### src/rtl/tt_um_supermic_argcapture.sv
// Trigger-armed capture tile: records a burst of ui_in samples after a pattern match
// and streams it back on uo_out with a valid/ready handshake carried on uio.
module tt_um_supermic_argcapture #(
    parameter int         DEPTH      = 16,
    parameter logic [7:0] TRIG_MASK  = 8'h80,
    parameter logic [7:0] TRIG_VALUE = 8'h80
) (
    input  logic       clk,
    input  logic       rst_n,
    input  logic       ena,
    input  logic [7:0] ui_in,
    output logic [7:0] uo_out,
    input  logic [7:0] uio_in,
    output logic [7:0] uio_out,
    output logic [7:0] uio_oe
);

    localparam int PW = $clog2(DEPTH);
    localparam logic [PW-1:0] LAST = PW'(DEPTH - 1);

    typedef enum logic [1:0] {
        S_IDLE    = 2'd0,
        S_ARMED   = 2'd1,
        S_CAPTURE = 2'd2,
        S_READOUT = 2'd3
    } state_t;

    state_t          state_q, state_d;
    logic [PW-1:0]   wr_ptr_q, wr_ptr_d;
    logic [PW-1:0]   rd_ptr_q, rd_ptr_d;
    logic            done_q, done_d;
    logic            arm_q, arm_d;

    logic [7:0]      mem_q [DEPTH];
    logic            wr_en;
    logic [PW-1:0]   wr_addr;
    logic [7:0]      wr_data;

    logic            arm_rise;
    logic            trig_hit;
    logic            rd_ready;
    logic            abort;
    logic            rd_valid;
    logic            armed;
    logic            busy;

    assign arm_rise = uio_in[0] & ~arm_q;
    assign rd_ready = uio_in[1];
    assign abort    = uio_in[2];
    assign trig_hit = ((ui_in & TRIG_MASK) == TRIG_VALUE);

    logic unused_ok;
    assign unused_ok = &{1'b0, uio_in[7:3]};

    always_comb begin
        state_d  = state_q;
        wr_ptr_d = wr_ptr_q;
        rd_ptr_d = rd_ptr_q;
        done_d   = done_q;
        arm_d    = arm_q;
        wr_en    = 1'b0;
        wr_addr  = wr_ptr_q;
        wr_data  = ui_in;

        if (ena) begin
            arm_d = uio_in[0];
            if (abort) begin
                // Abort beats every other transition; done and memory are left alone.
                state_d  = S_IDLE;
                wr_ptr_d = '0;
                rd_ptr_d = '0;
            end else begin
                unique case (state_q)
                    S_IDLE: begin
                        if (arm_rise) begin
                            state_d = S_ARMED;
                            done_d  = 1'b0;
                        end
                    end
                    S_ARMED: begin
                        if (trig_hit) begin
                            wr_en    = 1'b1;
                            wr_addr  = '0;
                            wr_ptr_d = PW'(1);
                            state_d  = S_CAPTURE;
                        end
                    end
                    S_CAPTURE: begin
                        wr_en = 1'b1;
                        if (wr_ptr_q == LAST) begin
                            state_d  = S_READOUT;
                            wr_ptr_d = '0;
                            rd_ptr_d = '0;
                        end else begin
                            wr_ptr_d = wr_ptr_q + PW'(1);
                        end
                    end
                    S_READOUT: begin
                        if (rd_ready) begin
                            if (rd_ptr_q == LAST) begin
                                state_d  = S_IDLE;
                                done_d   = 1'b1;
                                rd_ptr_d = '0;
                            end else begin
                                rd_ptr_d = rd_ptr_q + PW'(1);
                            end
                        end
                    end
                    default: state_d = S_IDLE;
                endcase
            end
        end
    end

    always_ff @(posedge clk or negedge rst_n) begin
        if (!rst_n) begin
            state_q  <= S_IDLE;
            wr_ptr_q <= '0;
            rd_ptr_q <= '0;
            done_q   <= 1'b0;
            arm_q    <= 1'b0;
        end else begin
            state_q  <= state_d;
            wr_ptr_q <= wr_ptr_d;
            rd_ptr_q <= rd_ptr_d;
            done_q   <= done_d;
            arm_q    <= arm_d;
        end
    end

    // Sample memory has no reset; it is only meaningful once a burst has been written.
    always_ff @(posedge clk) begin
        if (wr_en) begin
            mem_q[wr_addr] <= wr_data;
        end
    end

    assign rd_valid = (state_q == S_READOUT);
    assign armed    = (state_q == S_ARMED);
    assign busy     = (state_q != S_IDLE);

    assign uo_out  = rd_valid ? mem_q[rd_ptr_q] : 8'h00;
    assign uio_out = {busy, done_q, armed, rd_valid, 4'b0000};
    assign uio_oe  = 8'hF0;

endmodule

### config.mk
export PLATFORM = sky130hd
export DESIGN_NAME = tt_um_supermic_argcapture
export DESIGN_NICKNAME = d
export VERILOG_FILES = /design/src/rtl/tt_um_supermic_argcapture.sv
export SDC_FILE = /design/constraint.sdc
export NUM_CORES = 1
export LEC_CHECK = 0
export CAP_MARGIN = 25
export CORE_MARGIN = 4
export CORE_UTILIZATION = 60
export CTS_BUF_LIST = sky130_fd_sc_hd__clkbuf_4
export DETAILED_ROUTE_END_ITERATION = 7
export DONT_BUFFER_PORTS = 1
export PLACE_DENSITY = 0.76
export SLEW_MARGIN = 20
export SYNTH_ARGS = -nofsm -noshare
export SYNTH_HDL_FRONTEND = slang
export SYNTH_SLANG_ARGS = --single-unit
### constraint.sdc
create_clock -name clk -period 2.7 [get_ports clk]
set_input_delay 0.27 -clock clk [delete_from_list [all_inputs] [get_ports clk]]
set_output_delay 0.27 -clock clk [all_outputs]
set_load 0.02 [all_outputs]
==> results of run 1 <==
==> cell families after synthesis <==
logic type | Yosys count | synth area share, %
AOI/OAI and AO/OA | 51 | 6.41
and+or+nand+nor | 75 | 6.27
adders and majority gates | 7 | 1.46
buffers and inverters | 38 | 4.44
DFF | 140 | 69.0
muxes | 50 | 12.3
other | 2 | 0.125
==> state kept, by name, indices dropped and copies added (netlist names) <==
name,count
arm_q,1
rd_ptr_q,4
done_q,1
wr_ptr_q,4
state_q,2
mem_q,128
==> through the flow <==
stage	hold slack [ns]	util (%)
final	0.0660	68.4
after global placement	-0.0253	63.4
after detailed placement	-0.0253	63.4
after CTS	0.0157	68.4
after global routing	0.0440	68.4
after floorplan	-0.0256	-
==> power by group through the flow <==
stage | clock network (mW) | logic [mW] | registers (mW)
floorplan | 0 | 0.482 | 2.47
global placement | 0 | 0.501 | 2.50
detailed placement | 0 | 0.514 | 2.50
CTS | 1.43 | 0.601 | 2.44
global route | 1.54 | 0.655 | 2.45
finish | 1.41 | 0.602 | 2.44
==> cell usage in the layout, fill, tap and decap left out, types with 7 or more instances in the layout <==
cell,count
sky130_fd_sc_hd__edfxtp_1,128
sky130_fd_sc_hd__o211ai_1,8
sky130_fd_sc_hd__nand3_1,16
sky130_fd_sc_hd__dfrtp_1,9
sky130_fd_sc_hd__clkbuf_4,19
sky130_fd_sc_hd__ha_1,7
sky130_fd_sc_hd__mux4_2,19
sky130_fd_sc_hd__a22oi_1,19
sky130_fd_sc_hd__dlygate4sd3_1,14
sky130_fd_sc_hd__conb_1,12
sky130_fd_sc_hd__nand2_1,14
sky130_fd_sc_hd__nor2_1,20
sky130_fd_sc_hd__nand2b_1,7
sky130_fd_sc_hd__mux2i_1,29
sky130_fd_sc_hd__buf_4,30
==> critical path, cell delays in order (launching register included) <==
cell and delay (ns):
sky130_fd_sc_hd__dfrtp_2 0.52, sky130_fd_sc_hd__and2_2 0.35, sky130_fd_sc_hd__a22oi_1 0.30, sky130_fd_sc_hd__a22oi_1 0.15, sky130_fd_sc_hd__o211ai_1 0.47
==> routing by layer <==
| metal | global-route usage [%] | vias to the layer above |
|---|---|---|
| met3 | 3.58 | 16 |
| met2 | 35.2 | 120 |
| li1 | - | 1487 |
| met1 | 30.7 | 1635 |
| met4 | 8.48 | 0 |
| met5 | 0 | - |
==> worst max-delay path by stage <==
stage	slack, ns	to	startpoint
2_1_floorplan	0.75	mem_q[13][0]	state_q[0]
3_3_place_gp	0.47	uo_out[1]	rd_ptr_q[0]
3_5_place_dp	0.46	uo_out[4]	rd_ptr_q[0]
4_1_cts	0.06	uo_out[4]	rd_ptr_q[1]
5_1_grt	0.003	uo_out[4]	rd_ptr_q[1]
6_report	0.14	uo_out[4]	rd_ptr_q[1]
==> synthesized netlist by cell type (2+ instances only) <==
cell type / count / area [um2]
sky130_fd_sc_hd__a211oi_1: 2 / 15.0
sky130_fd_sc_hd__a22oi_1: 19 / 143
sky130_fd_sc_hd__a31oi_1: 3 / 18.8
sky130_fd_sc_hd__and2_1: 3 / 18.8
sky130_fd_sc_hd__buf_2: 5 / 25.0
sky130_fd_sc_hd__buf_4: 17 / 128
sky130_fd_sc_hd__buf_6: 5 / 56.3
sky130_fd_sc_hd__clkbuf_1: 3 / 11.3
sky130_fd_sc_hd__conb_1: 2 / 7.51
sky130_fd_sc_hd__dfrtp_1: 12 / 300
sky130_fd_sc_hd__edfxtp_1: 128 / 3840
sky130_fd_sc_hd__ha_1: 7 / 87.6
sky130_fd_sc_hd__inv_1: 6 / 22.5
sky130_fd_sc_hd__mux2i_1: 29 / 290
sky130_fd_sc_hd__mux4_2: 19 / 428
sky130_fd_sc_hd__nand2_1: 14 / 52.6
sky130_fd_sc_hd__nand2b_1: 7 / 43.8
sky130_fd_sc_hd__nand3_1: 16 / 80.1
sky130_fd_sc_hd__nand3b_1: 4 / 30.0
sky130_fd_sc_hd__nor2_1: 20 / 75.1
sky130_fd_sc_hd__nor2b_1: 5 / 31.3
sky130_fd_sc_hd__o211ai_1: 8 / 60.1
sky130_fd_sc_hd__o21a_1: 2 / 15.0
sky130_fd_sc_hd__o21ai_0: 5 / 25.0
sky130_fd_sc_hd__o31ai_1: 3 / 22.5
==> timing repair <==
item,in CTS,in global routing
hold endpoints to repair,148,0
resized for setup,5,0
hold buffers,14,0
endpoints found under the setup margin,8,0
setup buffers,4,0
==> cell type report <==
cell class | count | area [um2]
inverters | 6 | 22.5
fillers | 674 | 3080
flip-flops and latches | 140 | 4150
clock inverters | 13 | 164
clock buffers | 19 | 143
repair buffers | 46 | 405
well taps | 133 | 166
multi-input cells | 195 | 1640
==> results by group, run 1 <==
Outcome
  – Status: finished, final reports clean

Finish
  – Number of antenna diodes: 0
  – Layout overhead on the synthesized area: 11.3%
  – Final instance area: 0.00669 mm2
  – Post-layout net count: 432
  – Ratio of cells with drive above 1 in the final layout: a little over a fifth
  – Non-Filler Instances: 552

Global routing
  – Gr ovfl total: 0
  – Pin count of the biggest net entering global routing: 20
  – GRT Total Usage: 21.9%
  – Number of antenna violations at the first check in global routing: 0
  – First-pass GRT wire length: 18400 um
  – Vias in the first global route: around 3300

Setup path
  – Biggest fanout along the worst timing path: 13
  – Setup slack of the most critical reg-to-reg path: roughly 0.24 ns
  – Endpoint of the most critical register-to-register path: wr_ptr_q[0]
  – Type of origin of the critical path: register
  – Endpoint type of the worst setup path: output port
  – Launch instance of the worst register-to-register path: state_q[1]
  – Arrival time at the worst endpoint: ~2.3 ns
  – Required time of the worst setup path: 2.43 ns
  – Number of cells traversed by the worst register-to-register path: 6
  – Critical path start-end classification: register to output port

STA
  – Highest Clock Rate: about 400 MHz
  – Number of pins exceeding their max-slew limit in the final report: 0
  – Final critical path time including I/O delays and setup: 2.56 ns
  – Share of the clock period used by the worst path: 94.6%
  – Min setup slack post-route: approximately 0.14 ns
  – Least-Margin Pin Slew: between 0.6 and 0.7 ns
  – Final worst clock skew: ~0.013 ns
  – Relative slew margins: between 50% and 60%
  – Post-route setup TNS: 0 ns
  – Setup repair after global routing missed its margin: no
  – Number of hold-slack violations in the final timing report: 0
  – Final number of setup-violating endpoints: 0

Clocking
  – Clock buffers created by TritonCTS: 17
  – Cell at the root of the clock tree: sky130_fd_sc_hd__clkbuf_4
  – Max clock buf depth: 2
  – Clock network latency to the later pin of the worst-skew pair: 0.51 ns
  – Clock transition at the register clock pins on the worst setup and hold paths after CTS: approximately 0.11 ns
  – Number of H-tree levels: 4
  – Sinks on Clock Net: 140
  – TritonCTS clock tree: done

Power and ir drop
  – Power after layout: 4.45 mW
  – Relative contribution of sequential cells to total power: 54.8%
  – Proportion of total power due to net switching: 25.3%
  – Cell-internal power: 3.33 mW
  – Switching power of the nets: 1.13 mW
  – Peak supply drop: 0.398 mV
  – Share of power burned in the clock network: between 30% and 40%
  – Combinational share of power: 13.5%
  – Leak: 2.19 nW
  – Power density over the cells: ~670 mW/mm2

Synthesis
  – Synth Register Bits: 140
  – Synthesized netlist cell count: 363
  – Fraction of registers with async set/reset: between 8 and 9%
  – Number of synthesized flops with an enable pin: 128
  – Cell Area, Synth: 0.00601 mm2
  – YS warnings: 0
  – Syn Area/Cell: 16.6 um2
  – Sequential area share after synthesis: about 69%
  – Most frequently used flop master after synthesis: sky130_fd_sc_hd__edfxtp_1
  – Distinct cell type count of the synthesized netlist: 44

Drt
  – Drt initial violations: 320
  – Routed via count divided by cell count: 5.90
  – Detail-routed net length per standard cell: between 20 and 25 um
  – Routed met1 length: 4870 um
  – Total number of vias: between 3000 and 4000
  – Final routed wirelength across all metal layers: 11600 um
  – Met2 wire length: 5830 um
  – DRC violations left: 0
  – Number of routed nets with antenna violations: 0
  – Max Used Layer: met4
  – Detailed route wirelength on metal3: 710 um
  – Number of iterations in the first detailed-routing pass: 4

Min path
  – Launch instance of the worst min-delay path: uio_in[2]
  – WHS Path Cells: 3
  – End point of the worst hold path: done_q
  – Worst hold-check path type: primary input to register

Placement
  – # port buffers: 0
  – Final Wtd Congestion: 0.795
  – Setup WS pre-CTS: about 0.46 ns
  – Detail Placement HPWL: 7450 um
  – Cell total after placement: approximately 500
  – Area of placed instances: between 0.006 and 0.007 mm2

Floorplanning
  – Die height: 108 um
  – Placeable Area: just under 0.01 mm2
  – Chip Width: 108 um
  – Number of rows created at floorplan: 36
  – Die ar.: around 0.012 mm2
  – Initial standard-cell utilization of the core: 61.5%
  – Top Ports: 43

Flow run
  – Max-cap check violation count: 0
(Power assumes the default switching activity.)
==> run 2: changes to the inputs <==
--- a/config.mk
+++ b/config.mk
@@ -9,6 +9,7 @@
 export CORE_MARGIN = 4
 export CORE_UTILIZATION = 60
 export CTS_BUF_LIST = sky130_fd_sc_hd__clkbuf_4
+export CTS_CLUSTER_SIZE = 25
 export DETAILED_ROUTE_END_ITERATION = 7
 export DONT_BUFFER_PORTS = 1
 export PLACE_DENSITY = 0.76
==> constraint.sdc (replaced) <==
create_clock -name clk -period 2.7 [get_ports clk]
set_input_delay 0.135 -clock clk [delete_from_list [all_inputs] [get_ports clk]]
set_output_delay 0.135 -clock clk [all_outputs]
set_load 0.02 [all_outputs]
==> run 2 against run 1 <==
Net effect: first-iteration DRC count decreased by 23%; power grew 2.0%; sequential power is essentially flat; hold slack got worse by 0.028 ns; clock skew grew 0.020 ns; combinational power is 3% lower; clock power is 8% higher; sequential share of layout area rose by 0.35 points; critical path depth unchanged; wire length is 0.85% higher; die area unchanged; maximum frequency decreased by 2.2%; critical endpoint is now uo_out[2].
==> results by group, run 2 (synthesis gave the netlist of run 1 again) <==
Outcome
  – Status: finished, final reports clean

Clocking
  – Sinks on Clock Net: 140 (unchanged)
  – TritonCTS clock tree: done
  – Number of H-tree levels: 4 (unchanged)
  – Max clock buf depth: 2 (unchanged)
  – Cell at the root of the clock tree: sky130_fd_sc_hd__clkbuf_4
  – Clock transition at the register clock pins on the worst setup and hold paths after CTS: 0.12 ns (about the same)
  – Clock buffers created by TritonCTS: 17 (unchanged)
  – Clock network latency to the later pin of the worst-skew pair: 0.54 ns (+0.03 ns)

STA
  – Worst hold slack: 0.0375 ns (-0.0284 ns)
  – Relative slew margins: 59.5% (+2.0 points)
  – Highest Clock Rate: 383 MHz (-2.2%)
  – Number of hold-slack violations in the final timing report: 0 (unchanged)
  – Post-route setup TNS: 0 ns (unchanged)
  – Setup repair after global routing missed its margin: yes
  – Final critical path time including I/O delays and setup: 2.61 ns (+0.0571 ns)
  – Least-Margin Pin Slew: 0.606 ns (-0.0299 ns)
  – Share of the clock period used by the worst path: 96.8% (+2.1 points)
  – Number of pins exceeding their max-slew limit in the final report: 0 (unchanged)
  – Final worst clock skew: 0.0328 ns (+0.0195 ns)
  – Final number of setup-violating endpoints: 0 (unchanged)

Global routing
  – Pin count of the biggest net entering global routing: 28 (+40%)
  – Gr ovfl total: 0 (unchanged)
  – Met3 track utilization from global routing: 6.09% (+2.5 points)
  – Number of antenna violations at the first check in global routing: 2 (+2)
  – Met1 usage: 30.1% (-0.60 points)
  – Met2 usage: 34.1% (-1.0 points)
  – Vias in the first global route: 3270 (-0.34%)
  – Most Used Layer, Global Route: met2
  – GRT Total Usage: 21.9% (about the same)
  – First-pass GRT wire length: 18300 um (-0.38%)

Setup path
  – Critical path start-end classification: register to output port
  – Arrival time at the worst endpoint: 2.48 ns (+0.19 ns)
  – Biggest fanout along the worst timing path: 13 (unchanged)
  – Endpoint type of the worst setup path: output port
  – Required time of the worst setup path: 2.57 ns (+0.14 ns)
  – Type of origin of the critical path: register

Power and ir drop
  – Leak: 2.15 nW (-1.7%)
  – Power density over the cells: 683 mW/mm2 (+2.6%)
  – Peak supply drop: 0.474 mV (+19%)

Floorplanning
  – Initial standard-cell utilization of the core: 61.5% (unchanged)
  – Chip Width: 108 um (unchanged)
  – Number of rows created at floorplan: 36 (unchanged)
  – Top Ports: 43 (unchanged)
  – Placeable Area: 0.00977 mm2 (unchanged)
  – Die ar.: 0.0117 mm2 (unchanged)
  – Die height: 108 um (unchanged)

Drt
  – Routed via count divided by cell count: 5.99 (+1.5%)
  – Drt initial violations: 245 (-23%)
  – Detail-routed net length per standard cell: 21.5 um (+2.3%)
  – Total number of vias: 3259 (+0.031%)
  – DRC violations left: 0 (unchanged)
  – Final routed wirelength across all metal layers: 11700 um (+0.85%)
  – Number of routed nets with antenna violations: 0 (unchanged)
  – Number of iterations in the first detailed-routing pass: 6 (+2)

Placement
  – # port buffers: 0 (unchanged)
  – Area of placed instances: 0.00614 mm2 (-0.85%)
  – Final Wtd Congestion: 0.805 (+1.3%)
  – Detail Placement HPWL: 7380 um (-0.94%)

Min path
  – Worst hold-check path type: primary input to asynchronous set/reset pin

Finish
  – Ratio of cells with drive above 1 in the final layout: 20.0% (-1.9 points)
  – Layout overhead on the synthesized area: 10.7%
  – Final instance area: 0.00665 mm2 (-0.62%)
  – Core Util, Final: 68.0% (-0.42 points)
  – Most common library cell in the layout ignoring fill and taps: sky130_fd_sc_hd__edfxtp_1
  – Top library cells by usage in the layout, fill and taps aside: sky130_fd_sc_hd__edfxtp_1, sky130_fd_sc_hd__mux2i_1, sky130_fd_sc_hd__nor2_1, sky130_fd_sc_hd__buf_4, sky130_fd_sc_hd__mux4_2
  – Flip-flop count of the largest register after layout: 128 (unchanged)
  – Post-layout net count: 423 (-2.1%)
  – Leading registers by flop count: mem_q (128), rd_ptr_q (4), wr_ptr_q (4)
  – Register name with the most flops: mem_q

Flow run
  – Max-cap check violation count: 0 (unchanged)
run 2: metrics by stage:
stage | power [mW] | std cells | setup slack (ns)
5_1_grt | 4.72 | 544 | -0.0107
3_5_place_dp | 3.00 | 495 | 0.526
6_report | 4.54 | 544 | 0.0875
2_1_floorplan | 2.95 | 373 | 0.755
3_3_place_gp | 2.98 | 495 | 0.528
4_1_cts | 4.54 | 541 | 0.00686
run 2: critical path, stage by stage (launching register included):
cell and delay [ns]:
sky130_fd_sc_hd__dfrtp_1 0.55, sky130_fd_sc_hd__and2_2 0.39, sky130_fd_sc_hd__a22oi_1 0.38, sky130_fd_sc_hd__a22oi_1 0.16
sky130_fd_sc_hd__o211ai_1 0.47
run 2: report_power, final:
| part | leakage (nW) | internal (mW) | switching, mW |
|---|---|---|---|
| Combinational | 0.666 | 0.236 | 0.349 |
| Clock | 0.173 | 0.749 | 0.771 |
| Sequential | 1.31 | 2.40 | 0.0369 |
run 2: routing by layer:
| metal | wire, um | part of all wire [%] |
|---|---|---|
| met3 | 897 | 7.7 |
| met2 | 5750 | 49 |
| met1 | 4850 | 41 |
| met5 | 0 | 0 |
| met4 | 184 | 1.6 |
run 2: repair_timing:
item	in CTS	in global routing
gates resized for setup	1	4
buffers inserted	0	1
endpoints found under the hold margin	152	0
pin swaps	0	1
hold buffers	15	0
setup endpoints to repair	7	7
run 2: path summary, 6_finish.rpt:
kind	to	cells after the start	slack, ns	startpoint
worst min-delay path	rd_ptr_q[2]	1	0.04	rst_n
worst min register to register	rd_ptr_q[3]	1	0.56	rd_ptr_q[3]
max in group asynchronous	rd_ptr_q[0]	1	2.22	rst_n
min in group clk	state_q[0]	3	0.10	uio_in[2]
worst max-delay path	uo_out[2]	4	0.09	rd_ptr_q[1]
worst max register to register	wr_ptr_q[0]	7	0.16	state_q[1]
run 2: area by class of cell:
cell class / instances / area (um2)
well taps: 133 / 166
repair buffers: 37 / 340
clock buffers: 18 / 135
flip-flops and latches: 140 / 4150
clock inverters: 13 / 186
fillers: 670 / 3130
diodes: 2 / 5.00
inverters: 6 / 22.5
multi-input cells: 195 / 1650
==> run 3: changes to the inputs <==
--- a/config.mk
+++ b/config.mk
@@ -5,14 +5,14 @@
 export SDC_FILE = /design/constraint.sdc
 export NUM_CORES = 1
 export LEC_CHECK = 0
+export BUFFER_PORTS_ARGS = -buffer_cell sky130_fd_sc_hd__clkbuf_2
 export CAP_MARGIN = 25
 export CORE_MARGIN = 4
 export CORE_UTILIZATION = 60
 export CTS_BUF_LIST = sky130_fd_sc_hd__clkbuf_4
 export CTS_CLUSTER_SIZE = 25
 export DETAILED_ROUTE_END_ITERATION = 7
-export DONT_BUFFER_PORTS = 1
-export PLACE_DENSITY = 0.76
+export PLACE_DENSITY = 0.79
 export SLEW_MARGIN = 20
 export SYNTH_ARGS = -nofsm -noshare
 export SYNTH_HDL_FRONTEND = slang
==> run 3 against run 2 <==
Net effect: combinational power grew 0.9%; final cell count grew 2.6%; sequential power barely moved; largest power group unchanged; global-route usage fell by 0.42 points; flip-flop and latch count is the same; power decreased by 3.3%; first-iteration DRC count up 19%; clock power is 9.9% lower; critical endpoint is now uo_out[6]; maximum frequency grew 2.5%.
==> results by group, run 3 (synthesis gave the netlist of run 1 again) <==
STA
  – Final critical path time including I/O delays and setup: 2.55 ns (-0.0640 ns)
  – Final worst clock skew: 0.0162 ns (-0.0165 ns)
  – Share of the clock period used by the worst path: 94.4% (-2.4 points)
  – Number of hold-slack violations in the final timing report: 0 (unchanged)
  – Post-route setup TNS: 0 ns (unchanged)
  – Number of pins exceeding their max-slew limit in the final report: 0 (unchanged)
  – Highest Clock Rate: 392 MHz (+2.5%)
  – Final number of setup-violating endpoints: 0 (unchanged)
  – Setup repair after global routing missed its margin: no

Drt
  – Routed via count divided by cell count: 6.04 (+0.90%)
  – Total number of vias: 3373 (+3.5%)
  – Detail-routed net length per standard cell: 20.5 um (-4.4%)
  – Final routed wirelength across all metal layers: 11500 um (-1.9%)
  – Number of iterations in the first detailed-routing pass: 5 (-1)
  – Drt initial violations: 292 (+19%)
  – Number of routed nets with antenna violations: 0 (unchanged)
  – DRC violations left: 0 (unchanged)

Setup path
  – Required time of the worst setup path: 2.57 ns (about the same)
  – Type of origin of the critical path: register
  – Crit path max-delay cell type: sky130_fd_sc_hd__dfrtp_1
  – Number of cells traversed by the worst register-to-register path: 7 (unchanged)
  – Endpoint type of the worst setup path: output port
  – Worst-path cell chain: and2_2, a22oi_1, a22oi_1, o211ai_1, clkbuf_2
  – Biggest fanout along the worst timing path: 13 (unchanged)
  – Slowest cell delay on critical path: 0.56 ns (about the same)
  – Arrival time at the worst endpoint: 2.41 ns (-0.07 ns)
  – Most frequent cell on the critical path: sky130_fd_sc_hd__a22oi_1
  – Critical path start-end classification: register to output port

Outcome
  – Status: finished, final reports clean

Finish
  – Fill cell instance count of the final layout: 644 (-3.9%)
  – Register name with the most flops: mem_q
  – Leading registers by flop count: mem_q (128), rd_ptr_q (4), wr_ptr_q (4)
  – Top library cells by usage in the layout, fill and taps aside: sky130_fd_sc_hd__edfxtp_1, sky130_fd_sc_hd__mux2i_1, sky130_fd_sc_hd__clkbuf_2, sky130_fd_sc_hd__nor2_1
  – Number of antenna diodes: 0 (-2)
  – Area of the multi-input gates: 0.00164 mm2 (-0.15%)
  – Ratio of cells with drive above 1 in the final layout: 24.2% (+4.2 points)
  – Post-layout net count: 440 (+4.0%)
  – Non-Filler Instances: 558 (+2.6%)
  – Sequential cell area: 0.00415 mm2 (about the same)
  – Most common library cell in the layout ignoring fill and taps: sky130_fd_sc_hd__edfxtp_1
  – Flip-flop count of the largest register after layout: 128 (unchanged)
  – Layout overhead on the synthesized area: 10.5%

Global routing
  – Gr ovfl total: 0 (unchanged)
  – First-pass GRT wire length: 18100 um (-0.90%)
  – Number of antenna violations at the first check in global routing: 0 (-2)
  – Most Used Layer, Global Route: met2
  – Met1 usage: 29.5% (-0.57 points)
  – GRT Total Usage: 21.5% (-0.42 points)
  – Met2 usage: 34.2% (+0.089 points)
  – Vias in the first global route: 3339 (+2.1%)
  – Met3 track utilization from global routing: 4.24% (-1.9 points)
  – Pin count of the biggest net entering global routing: 51 (+82%)

Min path
  – Worst hold-check path type: primary input to register
  – WHS Path Cells: 1

Placement
  – # port buffers: 25 (+25)
  – Cell total after placement: 519 (+4.8%)
  – Detail Placement HPWL: 7380 um (about the same)
  – Final Wtd Congestion: 0.835 (+3.8%)

Clocking
  – Number of H-tree levels: 4 (unchanged)
  – Clock network latency to the later pin of the worst-skew pair: 0.52 ns (-0.02 ns)
  – Cell at the root of the clock tree: sky130_fd_sc_hd__clkbuf_4
  – Sinks on Clock Net: 140 (unchanged)
  – Max clock buf depth: 2 (unchanged)
  – TritonCTS clock tree: done
  – Clock buffers created by TritonCTS: 17 (unchanged)
  – Clock transition at the register clock pins on the worst setup and hold paths after CTS: 0.12 ns (about the same)

Power and ir drop
  – Power density over the cells: 661 mW/mm2 (-3.2%)
  – Leak: 2.19 nW (+2.1%)
  – Peak supply drop: 0.391 mV (-17%)

Floorplanning
  – Placeable Area: 0.00977 mm2 (unchanged)
  – Initial standard-cell utilization of the core: 61.5% (unchanged)
  – Number of rows created at floorplan: 36 (unchanged)
  – Chip Width: 108 um (unchanged)
  – Die height: 108 um (unchanged)
  – Top Ports: 43 (unchanged)
  – Die ar.: 0.0117 mm2 (unchanged)

Flow run
  – Max-cap check violation count: 0 (unchanged)
## run 3: metrics by stage
stage          util [%]  hold WS [ns]  instance area (um2)  total power [mW]  setup slack (ns)
3_5_place_dp       64.0        0.0422                 6260              3.06             0.518
3_3_place_gp       64.0        0.0395                 6260              3.04             0.614
5_1_grt            67.9        0.0169                 6640              4.57            0.0174
4_1_cts            67.9       0.00187                 6630              4.42           0.00835
2_1_floorplan         -        -0.161                 6050              2.95             0.755
6_report           67.9        0.0461                 6640              4.39             0.151
## run 3: final cells by class
class | count | area share, %
sequential | 140 | 62.4
tap | 133 | 2.51
multi-input combinational | 195 | 24.7
inverter | 6 | 0.339
timing repair buffer | 54 | 5.69
clock buffer | 19 | 2.15
clock inverter | 11 | 2.17
## run 3: power by group
part	leakage [nW]	internal, mW	switching [mW]
registers	1.31	2.40	0.0336
clock network	0.149	0.652	0.716
logic	0.735	0.237	0.353
## run 3: critical path: cells and delay by family (launching register included)
kind / cells / cell delay, ns
AO/OA/AOI/OAI: 3 / 0.73
buffers and inverters: 1 / 0.22
flip-flops: 1 / 0.56
AND/OR/NAND/NOR: 1 / 0.40
## run 3: timing repair
| item | in CTS | in global routing |
|---|---|---|
| endpoints found under the hold margin | 22 | 0 |
| hold buffers | 9 | 0 |
| resized for setup | 0 | 4 |
| buffers inserted | 0 | 0 |
| setup endpoints to repair | 0 | 6 |
## run 3: final timing paths
kind / start / end / slack (ns)
min in group asynchronous: rst_n / wr_ptr_q[3] / 0.48
max in group asynchronous: rst_n / rd_ptr_q[0] / 1.12
max: rd_ptr_q[1] / uo_out[6] / 0.15
max reg2reg: state_q[0] / mem_q[2][5] / 0.51
min: ui_in[3] / mem_q[8][3] / 0.05
min reg2reg: done_q / done_q / 0.56
## run 3: per-layer routing
layer | share of wire, % | wire (um) | vias to the layer above
met2 | 51 | 5800 | 164
met3 | 7.2 | 830 | 20
met5 | 0 | 0 | -
met1 | 40 | 4630 | 1689
met4 | 1.7 | 197 | 0
li1 | - | - | 1500
